## src/rtl/arb_mux_4.sv

```systemverilog
// Four-source round-robin arbiter feeding a single registered output slot.
// o_s names the source held in o_out, for use as a downstream 4:1 mux select.
module arb_mux_4 #(
  parameter int unsigned N = 64
) (
  input  logic         i_clk,
  input  logic         i_rst,
  input  logic [3:0]   i_valid,
  output logic [3:0]   o_ready,
  input  logic [N-1:0] i_in0,
  input  logic [N-1:0] i_in1,
  input  logic [N-1:0] i_in2,
  input  logic [N-1:0] i_in3,
  output logic         o_valid,
  input  logic         i_ready,
  output logic [N-1:0] o_out,
  output logic [1:0]   o_s
);

  localparam int unsigned NSRC = 4;
  localparam int unsigned SW   = 2;

  typedef enum logic {
    EMPTY = 1'b0,
    FULL  = 1'b1
  } state_e;

  state_e         state_q;
  logic [SW-1:0]  ptr_q;
  logic [SW-1:0]  s_q;
  logic [N-1:0]   out_q;

  logic           load;
  logic           found;
  logic [SW-1:0]  grant;
  logic [SW-1:0]  idx;
  logic           xfer;
  logic [N-1:0]   sel_data;

  assign load = (state_q == EMPTY) || i_ready;

  // First valid source at or after the pointer, wrapping modulo 4.
  always_comb begin
    found = 1'b0;
    grant = '0;
    idx   = '0;
    for (int i = 0; i < int'(NSRC); i++) begin
      idx = SW'(ptr_q + SW'(i));
      if (!found && i_valid[idx]) begin
        found = 1'b1;
        grant = idx;
      end
    end
  end

  always_comb begin
    o_ready = '0;
    if (!i_rst && load && found) begin
      o_ready[grant] = 1'b1;
    end
  end

  assign xfer = |o_ready;

  always_comb begin
    case (grant)
      2'd0:    sel_data = i_in0;
      2'd1:    sel_data = i_in1;
      2'd2:    sel_data = i_in2;
      default: sel_data = i_in3;
    endcase
  end

  // Output slot: fills on a transfer, drains when consumed with nothing new.
  always_ff @(posedge i_clk) begin
    if (i_rst) begin
      state_q <= EMPTY;
      ptr_q   <= '0;
      s_q     <= '0;
      out_q   <= '0;
    end else if (load) begin
      if (xfer) begin
        state_q <= FULL;
        out_q   <= sel_data;
        s_q     <= grant;
        ptr_q   <= SW'(grant + SW'(1));
      end else begin
        state_q <= EMPTY;
      end
    end
  end

  assign o_valid = (state_q == FULL);
  assign o_out   = out_q;
  assign o_s     = s_q;

endmodule

```

## config.mk

```make
export PLATFORM = sky130hd
export DESIGN_NAME = arb_mux_4
export DESIGN_NICKNAME = d
export VERILOG_FILES = /design/src/rtl/arb_mux_4.sv
export SDC_FILE = /design/constraint.sdc
export NUM_CORES = 1
export LEC_CHECK = 0
export BUFFER_PORTS_ARGS = -buffer_cell sky130_fd_sc_hd__buf_2
export CORE_AREA = 2 2 131 133
export CTS_CLUSTER_SIZE = 28
export DETAILED_ROUTE_END_ITERATION = 7
export DIE_AREA = 0 0 133 135
export PLACE_DENSITY = 0.56
export SYNTH_ARGS = -nofsm -noshare
export SYNTH_HDL_FRONTEND = slang
export SYNTH_SLANG_ARGS = --single-unit
```

## constraint.sdc

```tcl
create_clock -name i_clk -period 8.6 [get_ports i_clk]
set_input_delay 2.58 -clock i_clk [delete_from_list [all_inputs] [get_ports i_clk]]
set_output_delay 2.58 -clock i_clk [all_outputs]
set_load 0.02 [all_outputs]
```

Yosys cells after proc, flatten, opt, wreduce, memory -nomap -nowiden --
Index checks and enable logic that the tools add are counted.
Word-level totals: output and inout port bits 71, register bits after elaboration 69, input bits 263, word-level logic and storage cells 52
Operators by class: add/sub/neg operators 4, reduce and logical (&&, ||, !) cells 14, bitwise gates (word level) 1, magnitude comparators 6, mux-type cells 21, equality and inequality tests 2
Operator list (number):
- 64-bit case mux with 3 select lines | 1
- 2-bit by 3-bit < comparator with 1-bit output, second input constant | 5
- 1-bit 2-to-1 mux | 10
- 1-bit binary-select mux with 2-bit select | 4
- 2-bit 2-to-1 mux | 4
- 1-bit logical AND | 6
- 2-bit by 1-bit adder with 2-bit output, second input constant | 2
- 2-bit adder, second input constant | 2
- 1-bit logical NOT | 4
- 4-bit 2-to-1 mux | 1
- 4-bit OR reduction | 1
- 1-bit demux with 2-bit select | 1
- 2-bit by 1-bit equality test with 1-bit output, second input constant | 1
- 2-bit equality test, second input constant | 1
- 2-bit by 1-bit >= comparator with 1-bit output, second input constant | 1
- 2-bit logical NOT | 1
- 2-bit AND reduction | 1
- 1-bit logical OR | 1
- 1-bit inverter | 1

Depth between registers and ports, before layout --
Gate-level depths: netlist of run 1.
depth after elaboration 19, mapped depth 12, gate-level depth less buffers 9

Least setup slack after synthesis of run 1 --
OpenSTA, ideal clock, no wires.
kind input to output, start in i_valid[2], end out o_ready[1], slack 1.875 ns, path buffers 2, data arrival time 4.145 ns, required time 6.020 ns, stages 7, path through mux2i_1 -> nor2_1 -> nor3_1 -> ha_1 -> clkbuf_1 -> clkbuf_1 -> and2_1
Between the ends: cells in the longest elaborated chain, start to end 17, elaborated cells on any way between the ends 29
Ends and longest elaborated chain:
- start: declaration | RTL line 8 | input logic [3:0] i_valid,
- 1-bit binary-select mux with 2-bit select | RTL line 49 | if (!found && i_valid[idx]) begin
- 1-bit 2-to-1 mux (implied by the code) | RTL line 49
- 1-bit 2-to-1 mux | RTL line 49
- 1-bit logical NOT | RTL line 49
- 1-bit logical AND | RTL line 49
- 1-bit 2-to-1 mux | RTL line 49
- 1-bit logical NOT | RTL line 49
- 1-bit logical AND | RTL line 49
- (+2 left out)
- 1-bit logical AND | RTL line 49
- 2-bit 2-to-1 mux (*) | RTL line 49
- via grant[0] | RTL line 35 | logic [SW-1:0] grant;
- 2-bit by 3-bit < comparator with 1-bit output (implied by the code) / 2-bit by 1-bit >= comparator with 1-bit output (equally long branches) | RTL line 59 | o_ready[grant] = 1'b1;
- 1-bit logical AND (implied by the code) | RTL line 59
- 1-bit 2-to-1 mux (implied by the code) | RTL line 59
- 1-bit demux with 2-bit select (*) | RTL line 59
- 4-bit 2-to-1 mux (*) | RTL line 58 | if (!i_rst && load && found) begin
- end: declaration | RTL line 9 | output logic [3:0] o_ready,
Mark *: on every way through the listed nets, which the timed path passes. The rest lies on a longest branch. The select of a mux whose other input is x is not followed.

Worst setup path after layout of run 1 --
start in i_valid[2], end out o_ready[2]
The elaborated chain is that of the path after synthesis.

==> results.ini, run 1 <==
[critical_path]
arrival_ns=3.94
start_kind=primary input
critPathKind=in2out
cp.required_ns=6.02
cp_max_fo=4
critPathCaptureType=output pin

[clock_network]
cts_tree=yes
clk_latency_ns=0.33
clockBufferDepth=2
htree_num_levels=3
postCtsHoldBufs=0
root_buffer=clkbuf_16
cts_resized=0
cts_buffers=9
path_clk_slew_ns=0.06
cts_setup_buffers=0
clkSinkCount=69

[detailed_routing]
drt_iter0_markers=367
drc_errors=1
viasPerCell=5.028
vias=5058
drt_pass1_iterations=8
ant_nets=0
routed_wirelength_um=16220
wl_per_cell_um=16.13

[synthesis]
synth_area_leaders=dfxtp_1, a222oi_1, nand2_1
synth_mux_area_share_pct=0.2478
synth_most_common_cell=nand2_1
ys_types=29
synth_edf_count=0
syn_inst=488
ys_ff_latch=69
synth_xor_area_share_pct=0
synthFlopType=dfxtp_1
synthSimpleGateAreaFrac_pct=14.87
synth_compound_area_share_pct=42.09
avgSynthCellArea_um2=8.279
async_flop_share_pct=0
synth-adder-area-share_pct=1.548
syn_nets=756
yosysTopAreaCellShare_pct=34.19
synth_top_family_by_area=compound AO/OA/AOI/OAI gates
syn-cell-area_um2=4040
synthTopCellsByCount=nand2_1, a21oi_1, dfxtp_1
synth_top_cell_by_area=dfxtp_1
ys_warn_count=0
ys_seq_area_share_pct=34.19

[floorplan]
coreArea_um2=16410
io_pins=334
rows=47
die_area_um2=17960
die_height_um=135
start_util_pct=24.62
die_w_um=133

[grt]
grt_antenna_before_repair=2
grt_pass1_wl_um=24690
grt_max_degree=86
globalRouteTotalUtil_pct=17.45
grt_pass1_vias=4867
grt_overflow=0

[cells_and_area]
syn2layout_area_growth_pct=51.16
final_nets=1048
final_area_um2=6107
final_util_pct=37.22
drive_above_1_share_pct=51.08

[outcome]
outcome=finished with violations
violations=design-rule violations

[power_and_ir_drop]
p_total_mw=1.311
power_density_nw_per_um2=214.6
vdd_ir_drop_max_v=0.0001094
leakage_nw=2.999

[timing]
fmax_ghz=0.1534
post-route-min-period_ns=6.518
hold_violations=0
final-setup-viol-count=0
fin_crit_sh_pct=75.79
slew_headroom_pct=33.11
grt_setup_unrepaired=no
setup_tns_ns=0
clock_skew_ns=0.005521
slew_viol_final=0
tightest_slew_ns=1.003

[placed_design]
place.gp.congestion=0.7873
place_area_um2=5779
io_buffers=333
hpwl_um=11330

[job]
cap_violations=0

[worst_hold_path]
hp-class=reg2reg

[registers in the layout, indices dropped and copies added, names as in the netlist]
register and cells:
ptr_q 2, o_valid 1, o_s 2, o_out 64
[routing by layer]
layer,GRT usage [%],share of wire (%),vias to the layer above
met5,0,0.043,-
met4,6.033,1.8,2
met3,5.931,9.2,21
met2,33.07,51,252
met1,17.86,38,2301
li1,-,-,2482
[report_power, final]
| part | total, mW | internal (mW) | switching, mW |
|---|---|---|---|
| registers | 0.388 | 0.366 | 0.0212 |
| clock network | 0.405 | 0.261 | 0.144 |
| logic | 0.518 | 0.199 | 0.319 |
[cells by family (layout without fill, tap and decap cells)]
| logic type | Yosys count | after routing |
|---|---|---|
| muxes | 1 | 1 |
| DFF | 69 | 69 |
| buffers and inverters | 63 | 360 |
| adders and majority gates | 5 | 5 |
| other | 0 | 1 |
| and+or+nand+nor | 147 | 147 |
| AOI/OAI and AO/OA | 203 | 203 |
[layout by cell type (no fill, tap or decap), types with 3 or more instances in the layout]
| cell type | Yosys | final |
|---|---|---|
| buf_4 | 1 | 6 |
| dfxtp_1 | 69 | 69 |
| and2_1 | 4 | 4 |
| inv_1 | 5 | 4 |
| o211ai_2 | 38 | 38 |
| clkbuf_16 | 0 | 9 |
| a222oi_1 | 64 | 64 |
| ha_2 | 0 | 3 |
| nand2_1 | 132 | 132 |
| o211ai_1 | 26 | 26 |
| a21oi_1 | 70 | 70 |
| buf_2 | 6 | 333 |
[stage by stage]
| stage | worst slack, ns | cells | hold WS, ns |
|---|---|---|---|
| 4_1_cts | 2.094 | 1005 | 0.4512 |
| 2_1_floorplan | 1.875 | 488 | 0.4770 |
| 6_report | 2.082 | 1006 | 0.4485 |
| 3_5_place_dp | 2.095 | 989 | 0.4430 |
| 3_3_place_gp | 2.115 | 989 | 0.4393 |
| 5_1_grt | 1.985 | 1005 | 0.4653 |
[final timing paths]
kind	start	endpoint	slack, ns	cells after the start
setup / recovery	i_valid[2]	o_ready[2]	2.08	8
hold / removal	o_out[20]$_SDFFE_PP0P_	o_out[20]$_SDFFE_PP0P_	0.45	2
setup reg to reg	ptr_q[1]$_SDFFE_PP0P_	o_s[1]$_SDFFE_PP0P_	4.76	9
hold reg to reg	o_out[20]$_SDFFE_PP0P_	o_out[20]$_SDFFE_PP0P_	0.45	2
[critical path: stages]
cell and delay [ns]:
buf_2 0.12, mux2i_1 0.14, nor2_1 0.07, nor3_1 0.42, inv_1 0.13, ha_2 0.20
and2_1 0.13, buf_2 0.15
[cell type report]
class	instances	area (µm²)
fillers	1732	10300
multi-input cells	356	2390
repair buffers	339	1712
flip-flops and latches	69	1381
well taps	220	275.3
clock buffers	10	239.0
clock inverters	6	86.33
inverters	5	21.27
diodes	1	2.502
Power figures use the tool's default switching activity.
==> run 2, diff against run 1 <==
--- a/config.mk
+++ b/config.mk
@@ -5,12 +5,13 @@
 export SDC_FILE = /design/constraint.sdc
 export NUM_CORES = 1
 export LEC_CHECK = 0
+export ABC_AREA = 1
 export BUFFER_PORTS_ARGS = -buffer_cell sky130_fd_sc_hd__buf_2
 export CORE_AREA = 2 2 131 133
 export CTS_CLUSTER_SIZE = 28
 export DETAILED_ROUTE_END_ITERATION = 7
 export DIE_AREA = 0 0 133 135
-export PLACE_DENSITY = 0.56
+export PLACE_DENSITY = 0.61
 export SYNTH_ARGS = -nofsm -noshare
 export SYNTH_HDL_FRONTEND = slang
 export SYNTH_SLANG_ARGS = --single-unit
==> constraint.sdc (replaced) <==
create_clock -name i_clk -period 5.73 [get_ports i_clk]
set_input_delay 1.719 -clock i_clk [delete_from_list [all_inputs] [get_ports i_clk]]
set_output_delay 1.719 -clock i_clk [all_outputs]
set_load 0.02 [all_outputs]
==> run 2 against run 1 <==
- the run now ends clean
- hold slack better by 0.026 ns
- die area did not move
- routed wire length hardly changed
- count of clock-buffer cells in the layout stayed put
- global-route usage about the same
- clock skew grew 0.0025 ns
- register-to-register slack worse by 2.7 ns
- setup slack worse by 1.5 ns
- flip-flop and latch count did not move
- final cell count rose by 31%
- highest routed layer is now met4
==> results.ini, run 2 <==
[outcome]
outcome=complete, no violations

[cells_and_area]
final_common_cell=nand2_1
n_antenna_cell=0  ; -1
final_nets=1358  ; +30%
mostFrequentLayoutCells=nand2_1, buf_2, nor2_1
largest_reg_flops=64  ; unchanged
syn2layout_area_growth_pct=47.78
drive_above_1_share_pct=33.52  ; -18 points

[synthesis]
synth_compound_area_share_pct=7.725  ; -34 points
synthFlopType=dfxtp_1
syn_inst=795  ; +63%
synth_xor_area_share_pct=0  ; unchanged
synthTopCellsByCount=nand2_1, nor2_1, dfxtp_1
ys_seq_area_share_pct=30.90  ; -3.3 points
ys_warn_count=0  ; unchanged
synth-adder-area-share_pct=1.399  ; -0.15 points
ys_ff_latch=69  ; unchanged
avgSynthCellArea_um2=5.623  ; -32%
synth_top_family_by_area=simple AND/OR/NAND/NOR gates
synthSimpleGateAreaFrac_pct=52.73  ; +38 points
synth_mux_area_share_pct=0  ; -0.25 points
synth_area_leaders=dfxtp_1, nand2_1, nor2_1
syn-cell-area_um2=4471  ; +11%
ys_types=23  ; -21%
async_flop_share_pct=0  ; unchanged
synth_top_cell_by_area=dfxtp_1
yosysTopAreaCellShare_pct=30.90  ; -3.3 points
synth_most_common_cell=nand2_1
synth_edf_count=0  ; unchanged
syn_nets=1063  ; +41%

[power_and_ir_drop]
vdd_ir_drop_max_v=0.0005103  ; +370%
leakage_nw=3.578  ; +19%
p_int_mw=2.119  ; +160%
power_density_nw_per_um2=673.8  ; +210%
p_total_mw=4.451  ; +240%
clock_power_share_pct=14.6  ; -16 points
pwr-share-seq_pct=16.5  ; -13 points
swShare_pct=52.39  ; +15 points
power_switching_mw=2.332  ; +380%
pwr-share-comb_pct=69.0  ; +29 points

[placed_design]
io_buffers=333  ; unchanged
hpwl_um=12040  ; +6.3%
place.gp.congestion=0.8548  ; +8.6%

[timing]
fmax_ghz=0.1941
grt_setup_unrepaired=no
setup_tns_ns=0  ; unchanged
tightest_slew_ns=0.7513  ; -0.2521 ns
slew_headroom_pct=49.91  ; +17 points
final-setup-viol-count=0  ; unchanged
hold_violations=0  ; unchanged
clock_skew_ns=0.007973  ; +0.002452 ns
slew_viol_final=0  ; unchanged
fin_crit_sh_pct=89.91
post-route-min-period_ns=5.152

[grt]
grt_overflow=0  ; unchanged
grt_max_degree=67  ; -22%
grt_pass1_vias=5406  ; +11%
grt_antenna_before_repair=0  ; -2
grt_pass1_wl_um=25220  ; +2.2%
globalRouteTotalUtil_pct=17.47  ; +0.018 points

[critical_path]
cp_max_fo=5  ; +1
critPathCaptureType=output pin
start_kind=primary input
critPathKind=in2out
cp.required_ns=4.01  ; -2.01 ns
arrival_ns=3.43  ; -0.51 ns

[floorplan]
io_pins=334  ; unchanged
rows=47  ; unchanged
coreArea_um2=16410  ; unchanged
die_height_um=135  ; unchanged
die_w_um=133  ; unchanged
start_util_pct=27.25  ; +2.6 points
die_area_um2=17960  ; unchanged

[clock_network]
cts_setup_buffers=0  ; unchanged
path_clk_slew_ns=0.06  ; about the same
clockBufferDepth=2  ; unchanged
cts_buffers=9  ; unchanged
postCtsHoldBufs=0  ; unchanged
cts_resized=0  ; unchanged
root_buffer=clkbuf_16
cts_tree=yes
htree_num_levels=3  ; unchanged
clkSinkCount=69  ; unchanged
clk_latency_ns=0.34  ; about the same

[detailed_routing]
drt_iter0_markers=242  ; -34%
ant_nets=0  ; unchanged
vias=5933  ; +17%
viasPerCell=4.512  ; -10%
drc_errors=0  ; -1
wl_per_cell_um=12.33  ; -24%
drt_pass1_iterations=4  ; -4
routed_wirelength_um=16210  ; about the same

[job]
cap_violations=0  ; unchanged

[worst_hold_path]
hp-class=reg2reg

[run 2: cell types whose count changed after synthesis, moves of 24 or more]
cell and change:
nor2_1 +144, o211ai_2 -38, o211ai_1 -24, nand4_1 +64, nand2_1 +223, o21ai_0 +64
a222oi_1 -64, a21oi_1 -69
[run 2: area by class of cell]
| class | count | area, µm² |
|---|---|---|
| Fill cell | 1827 | 9801 |
| Multi-Input combinational cell | 651 | 2778 |
| Timing Repair Buffer | 341 | 1752 |
| Sequential cell | 69 | 1381 |
| Tap cell | 220 | 275.3 |
| Clock buffer | 10 | 239.0 |
| Clock inverter | 6 | 110.1 |
| Inverter | 18 | 71.32 |
[run 2: critical path, cell delays in order]
cell	delay [ns]
buf_2	0.10
inv_1	0.04
nand2_1	0.06
nand3_1	0.14
nand2_1	0.08
nor2_2	0.16
nand2_1	0.13
nor2_1	0.11
nor2_1	0.05
nor2_1	0.28
inv_1	0.12
ha_2	0.20
inv_1	0.05
nor2_1	0.04
buf_2	0.16
[run 2: through the flow]
step	hold WS [ns]	cell area (µm²)	worst slack [ns]	cells	utilization, %
2_1_floorplan	0.5580	4471	0.3007	795	-
3_3_place_gp	0.4591	6257	0.6289	1299	38.14
3_5_place_dp	0.4660	6257	0.5877	1299	38.14
4_1_cts	0.4787	6606	0.5790	1315	40.27
5_1_grt	0.5002	6606	0.3401	1315	40.27
6_report	0.4750	6606	0.5784	1315	40.27
[run 2: kinds of logic after synthesis]
kind of cell             count (synthesis)
AND/OR/NAND/NOR                        578
buffers and inverters                   75
flip-flops                              69
AO/OA/AOI/OAI                           68
adder cells (fa/ha/maj)                  5
[run 2: path summary, 6_finish.rpt]
check | start | to | slack, ns | depth (start not counted)
worst max-delay path | i_valid[3] | o_ready[1] | 0.58 | 15
worst min-delay path | o_out[41]$_SDFFE_PP0P_ | o_out[41]$_SDFFE_PP0P_ | 0.47 | 2
worst max register to register | ptr_q[0]$_SDFFE_PP0P_ | o_out[0]$_SDFFE_PP0P_ | 2.08 | 18
worst min register to register | o_out[41]$_SDFFE_PP0P_ | o_out[41]$_SDFFE_PP0P_ | 0.47 | 2
[run 2: power by group through the flow]
stage | clock, mW | combinational [mW] | sequential [mW]
after floorplan | 0 | 2.15 | 0.923
after detailed placement | 0 | 3.08 | 0.743
final | 0.649 | 3.07 | 0.733
after global routing | 0.694 | 3.54 | 0.753
after CTS | 0.670 | 3.09 | 0.735
after global placement | 0 | 3.08 | 0.735
[run 2: layer usage]
metal  global-route usage [%]  part of all wire, %
met1                    19.13                   41
met2                    31.61                   49
met3                    4.917                  8.2
met4                    7.527                  2.5
met5                        0                    0
